**src/rtl/ad9826_pkg.sv**
```systemverilog
// Shared definitions for the AD9826 RAM packer: FSM states, window defaults,
// and the frame header layout used when AD9826_PACKER_HEADER_EN is defined.
package ad9826_pkg;

    typedef enum logic [1:0] {
        S_IDLE    = 2'd0,
        S_CAPTURE = 2'd1,
        S_FLUSH   = 2'd2,
        S_DONE    = 2'd3
    } state_e;

    localparam int DEF_ADDR_W = 10;
    localparam int WORD_BYTES = 4;

    // Header word: {frame_cnt[15:0], 6'b0, length[9:0]}
    localparam int HDR_LEN_LSB = 0;
    localparam int HDR_LEN_W   = 10;
    localparam int HDR_CNT_LSB = 16;
    localparam int HDR_CNT_W   = 16;

    function automatic logic [31:0] mk_header(input logic [HDR_CNT_W-1:0] cnt,
                                              input logic [HDR_LEN_W-1:0] len);
        logic [31:0] h;
        h = '0;
        h[HDR_CNT_LSB +: HDR_CNT_W] = cnt;
        h[HDR_LEN_LSB +: HDR_LEN_W] = len;
        return h;
    endfunction

endpackage

```
**src/rtl/ad9826_ram_packer.sv**
```systemverilog
// Packs 16-bit AD9826 samples pairwise into 32-bit BRAM words, one frame per
// start pulse, with done pulse, sticky irq and sticky overflow.
// Optional: AD9826_PACKER_HEADER_EN prepends a {frame_cnt, length} header word
// at address 0 of every non-empty frame.
module ad9826_ram_packer
    import ad9826_pkg::*;
#(
    parameter int ADDR_W   = DEF_ADDR_W,
    parameter int SAMPLE_W = 16
) (
    input  logic                clk,
    input  logic                rst_n,
    input  logic                start_in,
    input  logic [9:0]          length_in,
    input  logic [SAMPLE_W-1:0] sample_in,
    input  logic                sample_valid_in,
    input  logic                irq_clr_in,
    output logic                ram_wr_o,
    output logic [ADDR_W-1:0]   ram_addr_o,
    output logic [31:0]         ram_data_o,
    output logic                busy_o,
    output logic                done_o,
    output logic                irq_o,
    output logic                overflow_o,
    output logic [ADDR_W-2:0]   word_count_o
);

    localparam int                CAP_WORDS = (1 << ADDR_W) / WORD_BYTES;
    localparam logic [ADDR_W-2:0] CAP       = (ADDR_W-1)'(CAP_WORDS);

    state_e              state_q, state_d;
    logic [9:0]          len_q, len_d;
    logic [9:0]          cnt_q, cnt_d;
    logic [SAMPLE_W-1:0] low_q, low_d;
    logic [ADDR_W-1:0]   addr_q, addr_d;
    logic [ADDR_W-2:0]   wcnt_q, wcnt_d;
    logic                wr_q, wr_d;
    logic [31:0]         data_q, data_d;
    logic                busy_q, busy_d;
    logic                done_q, done_d;
    logic                irq_q, irq_d;
    logic                ovf_q, ovf_d;
    logic                req_wr;
    logic [31:0]         req_data;
`ifdef AD9826_PACKER_HEADER_EN
    logic [15:0]         fcnt_q, fcnt_d;
`endif

    // Next-state: FSM, sample pairing, write request arbitration against window capacity
    always_comb begin
        state_d  = state_q;
        len_d    = len_q;
        cnt_d    = cnt_q;
        low_d    = low_q;
        addr_d   = addr_q;
        wcnt_d   = wcnt_q;
        wr_d     = 1'b0;
        data_d   = data_q;
        ovf_d    = ovf_q;
        irq_d    = irq_q;
        done_d   = 1'b0;
        req_wr   = 1'b0;
        req_data = '0;
`ifdef AD9826_PACKER_HEADER_EN
        fcnt_d   = fcnt_q;
`endif

        // Address follows the presented write by one cycle; wraps mod 2^ADDR_W.
        if (wr_q) addr_d = addr_q + ADDR_W'(WORD_BYTES);

        unique case (state_q)
            S_IDLE: begin
                if (start_in) begin
                    len_d   = length_in;
                    cnt_d   = '0;
                    addr_d  = '0;
                    wcnt_d  = '0;
                    ovf_d   = 1'b0;
                    state_d = (length_in == '0) ? S_DONE : S_CAPTURE;
`ifdef AD9826_PACKER_HEADER_EN
                    // Header occupies word 0; the window always has room for it.
                    if (length_in != '0) begin
                        wr_d   = 1'b1;
                        data_d = mk_header(fcnt_q, length_in);
                        wcnt_d = (ADDR_W-1)'(1);
                    end
`endif
                end
            end
            S_CAPTURE: begin
                if (sample_valid_in) begin
                    cnt_d = cnt_q + 10'd1;
                    if (!cnt_q[0]) begin
                        low_d = sample_in;
                    end else begin
                        req_wr   = 1'b1;
                        req_data = {sample_in, low_q};
                    end
                    if (cnt_d == len_q) state_d = len_q[0] ? S_FLUSH : S_DONE;
                end
            end
            S_FLUSH: begin
                req_wr   = 1'b1;
                req_data = {{SAMPLE_W{1'b0}}, low_q};
                state_d  = S_DONE;
            end
            S_DONE: begin
                done_d  = 1'b1;
                state_d = S_IDLE;
`ifdef AD9826_PACKER_HEADER_EN
                fcnt_d  = fcnt_q + 16'd1;
`endif
            end
            default: state_d = S_IDLE;
        endcase

        // Full window: drop the write, flag it, keep counting samples.
        if (req_wr) begin
            if (wcnt_q == CAP) begin
                ovf_d = 1'b1;
            end else begin
                wr_d   = 1'b1;
                data_d = req_data;
                wcnt_d = wcnt_q + 1'b1;
            end
        end

        // Set beats clear when both land together.
        if (state_q == S_DONE)  irq_d = 1'b1;
        else if (irq_clr_in)    irq_d = 1'b0;

        busy_d = (state_d == S_CAPTURE) || (state_d == S_FLUSH);
    end

    // State and registered outputs
    always_ff @(posedge clk or negedge rst_n) begin
        if (!rst_n) begin
            state_q <= S_IDLE;
            len_q   <= '0;
            cnt_q   <= '0;
            low_q   <= '0;
            addr_q  <= '0;
            wcnt_q  <= '0;
            wr_q    <= 1'b0;
            data_q  <= '0;
            busy_q  <= 1'b0;
            done_q  <= 1'b0;
            irq_q   <= 1'b0;
            ovf_q   <= 1'b0;
`ifdef AD9826_PACKER_HEADER_EN
            fcnt_q  <= '0;
`endif
        end else begin
            state_q <= state_d;
            len_q   <= len_d;
            cnt_q   <= cnt_d;
            low_q   <= low_d;
            addr_q  <= addr_d;
            wcnt_q  <= wcnt_d;
            wr_q    <= wr_d;
            data_q  <= data_d;
            busy_q  <= busy_d;
            done_q  <= done_d;
            irq_q   <= irq_d;
            ovf_q   <= ovf_d;
`ifdef AD9826_PACKER_HEADER_EN
            fcnt_q  <= fcnt_d;
`endif
        end
    end

    assign ram_wr_o     = wr_q;
    assign ram_addr_o   = addr_q;
    assign ram_data_o   = data_q;
    assign busy_o       = busy_q;
    assign done_o       = done_q;
    assign irq_o        = irq_q;
    assign overflow_o   = ovf_q;
    assign word_count_o = wcnt_q;

endmodule

```
**config.mk**
```make
export PLATFORM = sky130hd
export DESIGN_NAME = ad9826_ram_packer
export DESIGN_NICKNAME = d
export VERILOG_FILES = /design/src/rtl/ad9826_pkg.sv /design/src/rtl/ad9826_ram_packer.sv
export SDC_FILE = /design/constraint.sdc
export NUM_CORES = 1
export LEC_CHECK = 0
export ABC_AREA = 1
export BUFFER_PORTS_ARGS = -buffer_cell sky130_fd_sc_hd__buf_2
export CAP_MARGIN = 0
export CORE_UTILIZATION = 41
export CTS_BUF_LIST = sky130_fd_sc_hd__clkbuf_8
export DETAILED_ROUTE_END_ITERATION = 8
export PLACE_DENSITY = 0.64
export SLEW_MARGIN = 20
export SYNTH_ARGS = -nofsm -noshare
export SYNTH_HDL_FRONTEND = slang
export SYNTH_SLANG_ARGS = --single-unit
export TNS_END_PERCENT = 20
```
**constraint.sdc**
```tcl
create_clock -name clk -period 2.1 [get_ports clk]
set_input_delay 0.315 -clock clk [delete_from_list [all_inputs] [get_ports clk]]
set_output_delay 0.315 -clock clk [all_outputs]
set_load 0.05 [all_outputs]
```
==> summary.log, run 1 <==
qor: yosys.yosysSeqAreaShare 54.5%
qor: critical_path.worst-setup-path-type reg -> reg
qor: critical_path.worstSetupStartpointType register
qor: sta.report.final.setup_viol 0
qor: run.max_cap_check_violation_count 0
qor: sta.final.setup.worst_slack 165 ps
qor: sta.totalNegativeSetupSlack 0 ps
qor: critical_path.rr_worst_depth 11
qor: yosys.synth.lib_cells_used.distinct 37
qor: place.place_worst_setup_slack 108 ps
qor: critical_path.kind_of_end_point_of_the_critical_path register
qor: sta.achievable_clock_frequency 0.517 GHz
qor: yosys.synth.cells.most_frequent nand2_1 (145), dfrtp_1 (92), inv_1 (59)
qor: yosys.synth-main-ff-cell dfrtp_1
qor: die.row_count 36
qor: die.die-height 104 um
qor: critical_path.reg2reg_setup_slack 160 ps
qor: yosys.syn_area_per_cell 8.57 um2
qor: yosys.ys_seq_elements 92
qor: clock_network.clock_insertion_delay_worst_skew 360 ps
qor: yosys.share_of_the_synthesized_area_in_the_top_cell_type 54.5%
qor: die.die-width 104 um
qor: global_route.antenna_found_initial 0
qor: sta.final_min_period_over_clock_period 92.1%
qor: sta.hold_ws 124 ps
qor: place.port-buffer-count 84
qor: pwr.leakage 0.00276 uW
qor: final_layout.finalCoreUtilization 52.3%
qor: yosys.cell_type_with_the_highest_aggregate_area_in_the_netlist dfrtp_1
qor: clock_network.htree_levels 3
qor: pwr.peak_supply_drop 0.000837 V
qor: global_route.grt_max_degree 43
qor: die.start_util 42.8%
qor: final_layout.layout.filler_cells 949
qor: clock_network.clkSinkCount 92
qor: yosys.synth-edff-count 0
qor: clock_network.cts.clk_slew.worst_paths 90 ps
qor: final_layout.areaGrowthSynthToFinish 22.2%
qor: clock_network.clock_tree.root_cell clkbuf_8
qor: sta.period_needed 1940 ps
qor: min_path.hold_class in -> reg
qor: detailed_routing.vias 3,563
qor: min_path.whs_endpoint irq_o$_DFFE_PN0P_
qor: critical_path.r2r-start state_q[1]$_DFF_PN0_
qor: place.dp_hpwl 7030 um
qor: final_layout.share_of_cells_above_drive_strength_1 24.1%
qor: sta.finalHoldViolations 0
qor: critical_path.cp_data_arrival_time 2170 ps
qor: die.boundaryPins 87
qor: sta.finClkSkew 8.33 ps
qor: critical_path.timing.critical_path.mode_cell nor2_4
qor: die.dieArea 10,700 um2
qor: detailed_routing.wl 9770 um
qor: yosys.synthMostInstantiatedCell nand2_1
qor: critical_path.timing.critical_path.fanout_max 6
qor: detailed_routing.average_wire_per_cell_in_the_routed_design 13.4 um
qor: detailed_routing.drc 0
qor: yosys.syn_area 4230 um2
qor: critical_path.worstPathRequired 2340 ps
qor: detailed_routing.firstDrtPassIters 4
qor: critical_path.rr_endpoint word_count_o[3]$_DFF_PN0_
qor: outcome.status finished, final reports clean
qor: critical_path.crit_chain inv_1, ha_2, nand2_1, nor2_4, o21ai_1, nor2_4, buf_4, nor2_1, inv_2, a22oi_1, a31oi_1
qor: clock_network.longest_clk_path_bufs 2
qor: global_route.first_global_vias 3,490
qor: clock_network.tritoncts done
qor: die.core_area 9860 um2
qor: detailed_routing.drc_marker_count_from_the_first_detailed_route_iteration 130
qor: yosys.synthesis.yosys.warnings 0
qor: yosys.post_synth_main_area_contributors dfrtp_1 (54%), nand2_1 (13%), inv_1 (5.2%), nand3_1 (4.4%), o21ai_0 (3.6%)
qor: yosys.post_synth_inst_count 493
qor: global_route.globalRouteOverflowTotal 0
qor: min_path.hold_start irq_clr_in
qor: pwr.powerDensity 1470 nW/um2
qor: critical_path.critPathSlowestCell dfrtp_1
qor: sta.timing.final.max_slew_violations 0
qor: global_route.grt_first_pass_wirelength 16,400 um
qor: critical_path.max_stage_delay 390 ps
qor: final_layout.num-nets-final 632
qor: min_path.worst_hold_path.num_cells 2
qor: yosys.asyncSetResetFlopFracSynth 100%
qor: detailed_routing.via_per_inst 4.87
qor: detailed_routing.postRouteAntennaNets 0
qor: place.finalWeightedCongestion 0.837
qor: global_route.groute.usage.overall 19.2%
qor: final_layout.num_antenna_cells 0
qor: clock_network.number_of_buffers_created_by_cts 9
worst max-delay path, delay by kind of cell, from the launching register on:
| kind | cells | cell delay, ps |
|---|---|---|
| simple gates | 4 | 400 |
| buf+inv | 3 | 340 |
| fa+ha+maj | 1 | 200 |
| compound gates | 3 | 460 |
| flops | 1 | 390 |
what timing repair did:
item / CTS / global route
endpoints found under the setup margin: 0 / 36
hold buffers: 1 / 0
gates resized for setup: 0 / 6
hold endpoints to repair: 29 / 0
buffers inserted: 0 / 6
cells by family after synthesis:
| kind of cell | Yosys count | share of synthesized area [%] |
|---|---|---|
| and+or+nand+nor | 235 | 23.7 |
| xor gates and xnor gates | 4 | 1.15 |
| buffers and inverters | 76 | 7.07 |
| DFF | 92 | 54.5 |
| AOI/OAI and AO/OA | 69 | 9.03 |
| adders and majority gates | 8 | 2.37 |
| muxes | 8 | 2.13 |
| other | 1 | 0.0887 |
placed cells by master (no fill, tap or decap), drive strengths merged, types with 2 or more instances in the layout:
master / instances
xor2: 2
dfrtp: 92
nor3: 4
clkbuf: 10
ha: 8
a21oi: 20
inv: 63
nand3: 38
buf: 101
o21ai: 34
or2: 2
nand4: 4
conb: 2
a22oi: 3
nand3b: 3
mux2: 8
nand2: 146
o21a: 2
bufinv: 2
a31oi: 2
clkinvlp: 2
o22ai: 5
nor2: 37
per-layer routing:
metal	track usage, %	share of wire (%)	vias up
li1	-	-	1768
met3	4.41	5.6	15
met2	30.7	46	90
met1	25.0	46	1690
met5	0	0	-
met4	8.49	2.1	0
cell type report:
cell class	count	area (um2)	area share, %
clock buffers	10	138	2.67
clock inverters	6	87.6	1.70
inverters	62	233	4.51
multi-input cells	326	1650	32.0
flip-flops and latches	92	2300	44.6
well taps	133	166	3.22
repair buffers	102	586	11.3
report_power, final:
group / switching, uW / total, uW / leakage (uW) / internal, uW
clock: 641 / 1340 / 0.000110 / 703
sequential: 425 / 2840 / 0.00119 / 2420
combinational: 2380 / 3380 / 0.00146 / 1000
how the worst max path moves through the flow:
stage / startpoint / to / slack (ps) / depth (start not counted)
after detailed placement: cnt_q[1]$_DFFE_PN0P_ / busy_o$_DFF_PN0_ / 110 / 14
after global routing: state_q[1]$_DFF_PN0_ / word_count_o[8]$_DFF_PN0_ / -20 / 11
final: state_q[1]$_DFF_PN0_ / word_count_o[3]$_DFF_PN0_ / 160 / 11
after CTS: state_q[1]$_DFF_PN0_ / word_count_o[7]$_DFF_PN0_ / 70 / 12
after floorplan: word_count_o[1]$_DFF_PN0_ / word_count_o[3]$_DFF_PN0_ / 50 / 8
after global placement: cnt_q[1]$_DFFE_PN0P_ / busy_o$_DFF_PN0_ / 200 / 14
sequential cells by signal (all words and copies together) (netlist names):
register,cells
len_q,10
irq_o,1
busy_o,1
overflow_o,1
cnt_q,10
ram_data_o,32
ram_wr_o,1
state_q,2
low_q,16
word_count_o,9
done_o,1
ram_addr_o,8
through the flow:
| step | instances | area [um2] | total power (uW) |
|---|---|---|---|
| 2_1_floorplan | 494 | 4230 | 5270 |
| 3_3_place_gp | 708 | 4860 | 6100 |
| 3_5_place_dp | 708 | 4860 | 6190 |
| 4_1_cts | 725 | 5100 | 7550 |
| 5_1_grt | 731 | 5160 | 8060 |
| 6_report | 731 | 5160 | 7560 |
No activity file was read; power rests on OpenSTA's default activity.
==> run 2, diff against run 1 <==
--- a/config.mk
+++ b/config.mk
@@ -5,13 +5,12 @@
 export SDC_FILE = /design/constraint.sdc
 export NUM_CORES = 1
 export LEC_CHECK = 0
-export ABC_AREA = 1
 export BUFFER_PORTS_ARGS = -buffer_cell sky130_fd_sc_hd__buf_2
 export CAP_MARGIN = 0
 export CORE_UTILIZATION = 41
 export CTS_BUF_LIST = sky130_fd_sc_hd__clkbuf_8
 export DETAILED_ROUTE_END_ITERATION = 8
-export PLACE_DENSITY = 0.64
+export PLACE_DENSITY = 0.63
 export SLEW_MARGIN = 20
 export SYNTH_ARGS = -nofsm -noshare
 export SYNTH_HDL_FRONTEND = slang
==> run 2 against run 1 <==
Against the previous run: area after synthesis increased by 2.7%; combinational power decreased by 14%; sequential share of layout area decreased by 1.4 points; critical path depth decreased by 3; clock power decreased by 13%; wire length increased by 0.20%; global-route usage about the same; critical path type unchanged.
==> summary.log, run 2 <==
qor: critical_path.worstPathRequired 2360 ps [+20 ps]
qor: yosys.syn_area_per_cell 9.65 um2 [+13%]
qor: pwr.peak_supply_drop 0.000764 V [-8.6%]
qor: clock_network.tritoncts done
qor: die.dieArea 11,000 um2 [+2.6%]
qor: global_route.antenna_found_initial 0 [unchanged]
qor: global_route.globalRouteOverflowTotal 0 [unchanged]
qor: clock_network.htree_levels 3 [unchanged]
qor: yosys.cell_type_with_the_highest_aggregate_area_in_the_netlist dfrtp_1
qor: critical_path.worstSetupStartpointType register
qor: die.core_area 10,300 um2 [+4.2%]
qor: yosys.synthesis.yosys.warnings 0 [unchanged]
qor: clock_network.clock_insertion_delay_worst_skew 370 ps [about the same]
qor: die.start_util 42.2% [-0.61 points]
qor: min_path.worst_hold_path.num_cells 3 [+1]
qor: yosys.synthesized_area_fraction_occupied_by_xor_and_xnor_cells 4.24% [+3.1 points]
qor: yosys.synth_top_family_by_area simple AND/OR/NAND/NOR gates
qor: outcome.status finished, final reports clean
qor: critical_path.rr_endpoint word_count_o[5]$_DFF_PN0_
qor: place.port-buffer-count 84 [unchanged]
qor: final_layout.num-nets-final 593 [-6.2%]
qor: sta.finClkSkew 10.1 ps [+1.75 ps]
qor: sta.achievable_clock_frequency 0.504 GHz [-2.4%]
qor: yosys.synthesized_area_fraction_occupied_by_and_or_nand_nor_cells 21.5% [-2.2 points]
qor: final_layout.largest_register_ffs 32 [unchanged]
qor: detailed_routing.average_wire_per_cell_in_the_routed_design 14.1 um [+5.4%]
qor: clock_network.clock_tree.root_cell clkbuf_8
qor: pwr.power.net_switching 3010 uW [-13%]
qor: sta.timing.final.max_slew_violations 0 [unchanged]
qor: clock_network.number_of_buffers_created_by_cts 9 [unchanged]
qor: min_path.hold_class in -> reg
qor: final_layout.share_of_cells_above_drive_strength_1 30.1% [+6.0 points]
qor: final_layout.final-instance-count-excl-fill 695 [-4.9%]
qor: yosys.mux_contribution_to_synthesized_area 4.38% [+2.3 points]
qor: yosys.post_synth_main_area_contributors dfrtp_1 (53%), nand2_1 (12%), mux2_2 (4.2%), o21ai_0 (3.3%), ha_1 (2.3%)
qor: global_route.first_global_vias 3,487 [-0.086%]
qor: yosys.synth.lib_cells_used.distinct 51 [+38%]
qor: critical_path.rr_worst_depth 8 [-3]
qor: pwr.powerDensity 1260 nW/um2 [-14%]
qor: min_path.whs_endpoint len_q[7]$_DFFE_PN0P_
qor: pwr.pwr-share-seq 39.7% [+2.1 points]
qor: final_layout.multi_input_area 1890 um2 [+15%]
qor: yosys.post_synth_fa_ha_maj_area_fraction 2.31% [-0.062 points]
qor: clock_network.clkSinkCount 92 [unchanged]
qor: pwr.clock_power_share 17.3% [-0.5 points]
qor: yosys.synth.cells.most_frequent nand2_1 (134), dfrtp_1 (92), o21ai_0 (29)
qor: detailed_routing.drc_marker_count_from_the_first_detailed_route_iteration 153 [+18%]
qor: final_layout.leading_cell_type_in_the_layout_fill_and_taps_excluded nand2_1
qor: pwr.netSwitchingFraction 44.6% [-0.93 points]
qor: yosys.post_synth_inst_count 450 [-8.7%]
qor: critical_path.reg2reg_setup_slack 120 ps [-50 ps]
qor: final_layout.layout.filler_cells 1,000 [+5.4%]
qor: critical_path.cp_data_arrival_time 2240 ps [+70 ps]
qor: critical_path.r2r-start word_count_o[1]$_DFF_PN0_
qor: critical_path.worst-setup-path-type reg -> reg
qor: die.boundaryPins 87 [unchanged]
qor: sta.slew-limit-headroom 65.8%
qor: critical_path.kind_of_end_point_of_the_critical_path register
qor: yosys.synth-edff-count 0 [unchanged]
qor: critical_path.crit_chain inv_2, ha_1, or4b_4, o221ai_4, buf_6, nand2_1, o211ai_1, o31ai_1
qor: yosys.synth-main-ff-cell dfrtp_1
qor: yosys.asyncSetResetFlopFracSynth 100% [unchanged]
qor: clock_network.longest_clk_path_bufs 2 [unchanged]
qor: yosys.synth_compound_area_share 10.5% [+1.5 points]
qor: detailed_routing.via_per_inst 5.07 [+4.1%]
qor: clock_network.cts.clk_slew.worst_paths 100 ps [about the same]
qor: yosys.share_of_the_synthesized_area_in_the_top_cell_type 53.0% [-1.4 points]
qor: place.placed_cells_incl_taps 673 [-4.9%]
qor: detailed_routing.wl 9790 um [+0.20%]
qor: sta.finalHoldViolations 0 [unchanged]
qor: sta.final_min_period_over_clock_period 94.4% [+2.3 points]
qor: die.die-width 105 um [+1.3%]
qor: yosys.syn_area 4340 um2 [+2.7%]
qor: run.max_cap_check_violation_count 0 [unchanged]
qor: sta.report.final.setup_viol 0 [unchanged]
qor: global_route.groute.usage.overall 19.2% [about the same]
qor: place.dp_hpwl 6950 um [-1.2%]
qor: min_path.hold_start length_in[7]
qor: critical_path.timing.critical_path.fanout_max 4 [-2]
qor: pwr.leakage 0.00267 uW [-3.1%]
qor: critical_path.critPathSlowestCell or4b_4
qor: detailed_routing.vias 3,527 [-1.0%]
qor: die.die-height 105 um [+1.3%]
qor: critical_path.max_stage_delay 480 ps [+90 ps]
qor: detailed_routing.firstDrtPassIters 7 [+3]
qor: yosys.ys_seq_elements 92 [unchanged]
qor: final_layout.seqCellArea 2310 um2 [+0.22%]
qor: detailed_routing.postRouteAntennaNets 0 [unchanged]
qor: sta.tightest_pin_transition 513 ps
qor: place.finalWeightedCongestion 0.803 [-4.1%]
qor: final_layout.areaGrowthSynthToFinish 23.2%
qor: yosys.synthMostInstantiatedCell nand2_1
qor: global_route.grt_first_pass_wirelength 16,800 um [+2.1%]
qor: pwr.combinational_group_share_of_total_power 43.1% [-1.6 points]
qor: yosys.yosysSeqAreaShare 53.0% [-1.4 points]
qor: die.row_count 37 [+2.8%]
qor: detailed_routing.drc 0 [unchanged]
qor: final_layout.num_antenna_cells 0 [unchanged]
qor: pwr.power.internal 3740 uW [-9.3%]
qor: final_layout.highest_count_cells_in_the_layout_ignoring_fill_and_taps nand2_1 (134), dfrtp_1 (88), buf_2 (83)
qor: final_layout.finalCoreUtilization 52.0% [-0.33 points]
qor: sta.period_needed 1980 ps [+47.7 ps]
qor: global_route.grt_max_degree 38 [-12%]
-- run 2: changes by cell type in the layout (fill, tap and decap cells not counted), sizes merged, moves of 6 or more --
cell	change
xor2	+9
nand2	-12
a21oi	-13
buf	+11
nand3	-25
o31ai	+6
xnor2	+9
o21ai	+7
mux2	+8
and3	+6
nor2	-17
inv	-51
nand2b	+6
-- run 2: metal layers --
layer	vias to the layer above	share of wire, %	track usage, %
met5	-	0	0
met4	0	1.8	7.75
met3	14	4.4	4.05
met2	79	47	30.9
met1	1706	47	25.3
li1	1728	-	-
-- run 2: worst max-delay path, delay by kind of cell (launching register included) --
family	cells	cell delay [ps]
AOI/OAI and AO/OA	3	500
adders and majority gates	1	130
buffers and inverters	2	250
DFF	1	420
and+or+nand+nor	2	570
-- run 2: area by class of cell --
type	count	share of cell area, %
multi-input combinational	327	35.4
clock buffer	9	2.32
tap	136	3.18
sequential	92	43.2
clock inverter	7	1.29
inverter	9	0.679
timing repair buffer	115	14.0
-- run 2: kinds of logic after synthesis --
kind of cell,Yosys count
AOI/OAI and AO/OA,73
xor gates and xnor gates,21
adders and majority gates,8
buffers and inverters,32
DFF,92
muxes,17
other,1
and+or+nand+nor,206
-- run 2: power groups by stage --
stage                     Clock [uW]  Combinational (uW)  Sequential (uW)
final                           1170                2900             2670
after global routing            1260                3170             2740
after CTS                       1200                2870             2670
after detailed placement           0                2860             2700
after global placement             0                2810             2690
after floorplan                    0                1240             3510
-- run 2: what timing repair did --
| item | CTS | global route |
|---|---|---|
| gates cloned | 0 | 2 |
| setup endpoints to repair | 3 | 32 |
| buffers inserted | 1 | 2 |
| pin swaps | 1 | 5 |
| endpoints found under the hold margin | 34 | 0 |
| gates resized for setup | 0 | 11 |
| hold buffers | 1 | 0 |
-- run 2: worst max-delay path by stage --
stage | slack (ps) | startpoint | depth (start not counted) | end
after floorplan | 50 | word_count_o[1]$_DFF_PN0_ | 8 | word_count_o[5]$_DFF_PN0_
after global placement | 80 | word_count_o[1]$_DFF_PN0_ | 8 | word_count_o[5]$_DFF_PN0_
after detailed placement | 9 | word_count_o[1]$_DFF_PN0_ | 8 | word_count_o[7]$_DFF_PN0_
after CTS | 5 | word_count_o[1]$_DFF_PN0_ | 8 | word_count_o[5]$_DFF_PN0_
after global routing | -6 | state_q[0]$_DFF_PN0_ | 10 | busy_o$_DFF_PN0_
final | 120 | word_count_o[1]$_DFF_PN0_ | 8 | word_count_o[5]$_DFF_PN0_
-- run 2: stage by stage --
stage               setup slack (ps)  TNS, ps  total power [uW]  hold WS, ps  instance area, um2
finish                           117        0              6740          152                5350
global route                   -5.77    -5.77              7180          150                5350
CTS                             5.09        0              6740          138                5260
detailed placement              9.44        0              5560          331                5050
global placement                77.7        0              5490          325                5050
floorplan                       46.4        0              4760         19.4                4350
==> run 3, diff against run 2 <==
--- a/config.mk
+++ b/config.mk
@@ -7,10 +7,11 @@
 export LEC_CHECK = 0
 export BUFFER_PORTS_ARGS = -buffer_cell sky130_fd_sc_hd__buf_2
 export CAP_MARGIN = 0
-export CORE_UTILIZATION = 41
+export CORE_UTILIZATION = 35
 export CTS_BUF_LIST = sky130_fd_sc_hd__clkbuf_8
 export DETAILED_ROUTE_END_ITERATION = 8
-export PLACE_DENSITY = 0.63
+export PLACE_DENSITY = 0.56
+export RECOVER_POWER = 50
 export SLEW_MARGIN = 20
 export SYNTH_ARGS = -nofsm -noshare
 export SYNTH_HDL_FRONTEND = slang
==> run 3 against run 2 <==
Against the previous run: worst setup slack lost 19 ps; maximum frequency is 0.96% lower; cell count is 4.3% higher; non-clock buffer count decreased by 2; sequential share of layout area up 0.59 points; clock-buffer cell count unchanged; critical path depth shrank 1; via count down 1.5%; critical path type unchanged; largest cell class unchanged.
==> summary.log, run 3 (synthesized netlist as in run 2, its figures left out) <==
qor: outcome.status finished, final reports clean
qor: clock_network.clkSinkCount 92 [unchanged]
qor: critical_path.cp-startpoint word_count_o[1]$_DFF_PN0_
qor: final_layout.leading_cell_type_in_the_layout_fill_and_taps_excluded nand2_1
qor: pwr.clock_power_share 18.3% [+1.0 points]
qor: detailed_routing.vias 3,475 [-1.5%]
qor: die.dieArea 12,900 um2 [+17%]
qor: final_layout.num-nets-final 591 [-0.34%]
qor: clock_network.cts.clk_slew.worst_paths 100 ps [about the same]
qor: final_layout.num_antenna_cells 0 [unchanged]
qor: detailed_routing.wl 10,200 um [+4.2%]
qor: critical_path.rr_endpoint ram_data_o[25]$_DFFE_PN0P_
qor: sta.finClkSkew 11.8 ps [+1.75 ps]
qor: global_route.grt_first_pass_wirelength 16,800 um [+0.33%]
qor: critical_path.timing.critical_path.fanout_max 37 [+33]
qor: pwr.powerDensity 1280 nW/um2 [+1.6%]
qor: critical_path.critical_path_depth 7 [-1]
qor: global_route.grt_max_degree 38 [unchanged]
qor: final_layout.largest_register_ffs 32 [unchanged]
qor: clock_network.clock_tree.root_cell clkbuf_8
qor: sta.report.final.setup_viol 0 [unchanged]
qor: pwr.power.net_switching 2980 uW [-0.83%]
qor: global_route.groute.usage.overall 16.7% [-2.5 points]
qor: critical_path.cp_data_arrival_time 2250 ps [about the same]
qor: run.max_cap_check_violation_count 0 [unchanged]
qor: sta.timing.final.max_slew_violations 0 [unchanged]
qor: die.boundaryPins 87 [unchanged]
qor: place.placed_cells_incl_taps 707 [+5.1%]
qor: die.row_count 40 [+8.1%]
qor: place.port-buffer-count 84 [unchanged]
qor: min_path.hold_class in -> reg
qor: sta.tightest_pin_transition 874 ps [+362 ps]
qor: pwr.netSwitchingFraction 44.1% [-0.45 points]
qor: sta.slew-limit-headroom 41.7% [-24 points]
qor: global_route.globalRouteOverflowTotal 0 [unchanged]
qor: critical_path.r2r-start word_count_o[1]$_DFF_PN0_
qor: final_layout.final-instance-count-excl-fill 725 [+4.3%]
qor: critical_path.setup.worst_path.end ram_data_o[25]$_DFFE_PN0P_
qor: detailed_routing.drc_marker_count_from_the_first_detailed_route_iteration 113 [-26%]
qor: final_layout.layout.filler_cells 1,221 [+22%]
qor: sta.finalHoldViolations 0 [unchanged]
qor: final_layout.areaGrowthSynthToFinish 21.5%
qor: critical_path.reg2reg_setup_slack 100 ps [-20 ps]
qor: detailed_routing.drc 0 [unchanged]
qor: pwr.power.internal 3780 uW [+0.99%]
qor: pwr.pwr-share-seq 39.5% [-0.2 points]
qor: die.die-width 113 um [+8.1%]
qor: sta.final_min_period_over_clock_period 95.3% [+0.91 points]
qor: pwr.combinational_group_share_of_total_power 42.2% [-0.9 points]
qor: clock_network.htree_levels 3 [unchanged]
qor: detailed_routing.average_wire_per_cell_in_the_routed_design 14.1 um [-0.12%]
qor: global_route.first_global_vias 3,351 [-3.9%]
qor: pwr.peak_supply_drop 0.000715 V [-6.5%]
qor: sta.period_needed 2000 ps [+19.2 ps]
qor: place.finalWeightedCongestion 0.788 [-1.8%]
qor: die.start_util 36.0% [-6.2 points]
qor: critical_path.max_stage_delay 480 ps [about the same]
qor: clock_network.number_of_buffers_created_by_cts 9 [unchanged]
qor: critical_path.kind_of_end_point_of_the_critical_path register
qor: clock_network.longest_clk_path_bufs 2 [unchanged]
qor: critical_path.worstSetupStartpointType register
qor: critical_path.worst-setup-path-type reg -> reg
qor: die.die-height 113 um [+8.1%]
qor: detailed_routing.via_per_inst 4.79 [-5.6%]
qor: clock_network.clock_insertion_delay_worst_skew 370 ps [about the same]
qor: place.dp_hpwl 7360 um [+5.9%]
qor: critical_path.worstPathRequired 2350 ps [about the same]
qor: critical_path.critical_path.n_buffers_inverters 3 [+1]
qor: critical_path.critPathSlowestCell or4b_4
qor: critical_path.crit_chain inv_1, ha_1, or4b_4, o221ai_4, buf_4, buf_12, o21ai_0
qor: critical_path.path_delay_family simple AND/OR/NAND/NOR gates
qor: detailed_routing.postRouteAntennaNets 0 [unchanged]
qor: sta.hold_ws 145 ps [-6.96 ps]
qor: die.core_area 12,100 um2 [+17%]
qor: critical_path.rr_worst_depth 7 [-1]
qor: sta.achievable_clock_frequency 0.500 GHz [-0.96%]
qor: final_layout.highest_count_cells_in_the_layout_ignoring_fill_and_taps nand2_1 (134), dfrtp_1 (88), buf_2 (60)
qor: final_layout.share_of_cells_above_drive_strength_1 24.8% [-5.3 points]
qor: pwr.leakage 0.00254 uW [-4.9%]
qor: clock_network.tritoncts done
qor: detailed_routing.firstDrtPassIters 4 [-3]
qor: global_route.antenna_found_initial 0 [unchanged]
run 3: layout make-up:
| type | count | area (um2) | share of cell area (%) |
|---|---|---|---|
| Sequential cell | 92 | 2310 | 43.7 |
| Multi-Input combinational cell | 327 | 1890 | 35.9 |
| Timing Repair Buffer | 113 | 628 | 11.9 |
| Tap cell | 168 | 210 | 3.99 |
| Clock buffer | 9 | 124 | 2.35 |
| Clock inverter | 7 | 76.3 | 1.45 |
| Inverter | 9 | 36.3 | 0.688 |
run 3: layer usage:
layer | vias to the layer above | share of wire (%) | track usage [%] | wire length (um)
met5 | - | 0 | 0 | 0
met3 | 10 | 5.6 | 4.55 | 576
met4 | 0 | 1.5 | 6.40 | 149
met1 | 1663 | 47 | 21.5 | 4760
li1 | 1718 | - | - | -
met2 | 84 | 46 | 27.0 | 4720
run 3: worst min-delay path by stage:
stage	cells after the start	to	from
CTS	3	len_q[6]$_DFFE_PN0P_	length_in[6]
global route	3	len_q[6]$_DFFE_PN0P_	length_in[6]
global placement	1	cnt_q[9]$_DFFE_PN0P_	rst_n
detailed placement	1	cnt_q[9]$_DFFE_PN0P_	rst_n
floorplan	0	busy_o$_DFF_PN0_	rst_n
finish	3	len_q[5]$_DFFE_PN0P_	length_in[5]
run 3: per-stage QoR:
stage	setup WS [ps]	util (%)	power (uW)	cell area (um2)	setup TNS, ps
2_1_floorplan	46.4	-	4760	4350	0
3_3_place_gp	119	42.3	5530	5110	0
3_5_place_dp	49.6	42.3	5590	5110	0
4_1_cts	23.0	44.1	6860	5320	0
5_1_grt	-5.21	43.7	7180	5270	-10.3
6_report	98.0	43.7	6760	5270	0
run 3: worst reg2reg max path: cells and delay by family (launching register included):
kind            cells  cell delay [ps]
compound gates      2              410
buf+inv             3              440
flops               1              410
simple gates        1              480
fa+ha+maj           1              150
run 3: what timing repair did:
action,CTS,global route
gates resized for setup,0,8
setup endpoints to repair,0,14
buffers inserted,0,1
hold endpoints to repair,31,0
hold buffers,1,0
run 3: power groups by stage:
stage	registers, uW	clock network (uW)	logic [uW]
2_1_floorplan	3510	0	1240
3_3_place_gp	2680	0	2850
3_5_place_dp	2690	0	2900
4_1_cts	2660	1280	2910
5_1_grt	2730	1340	3100
6_report	2670	1240	2850
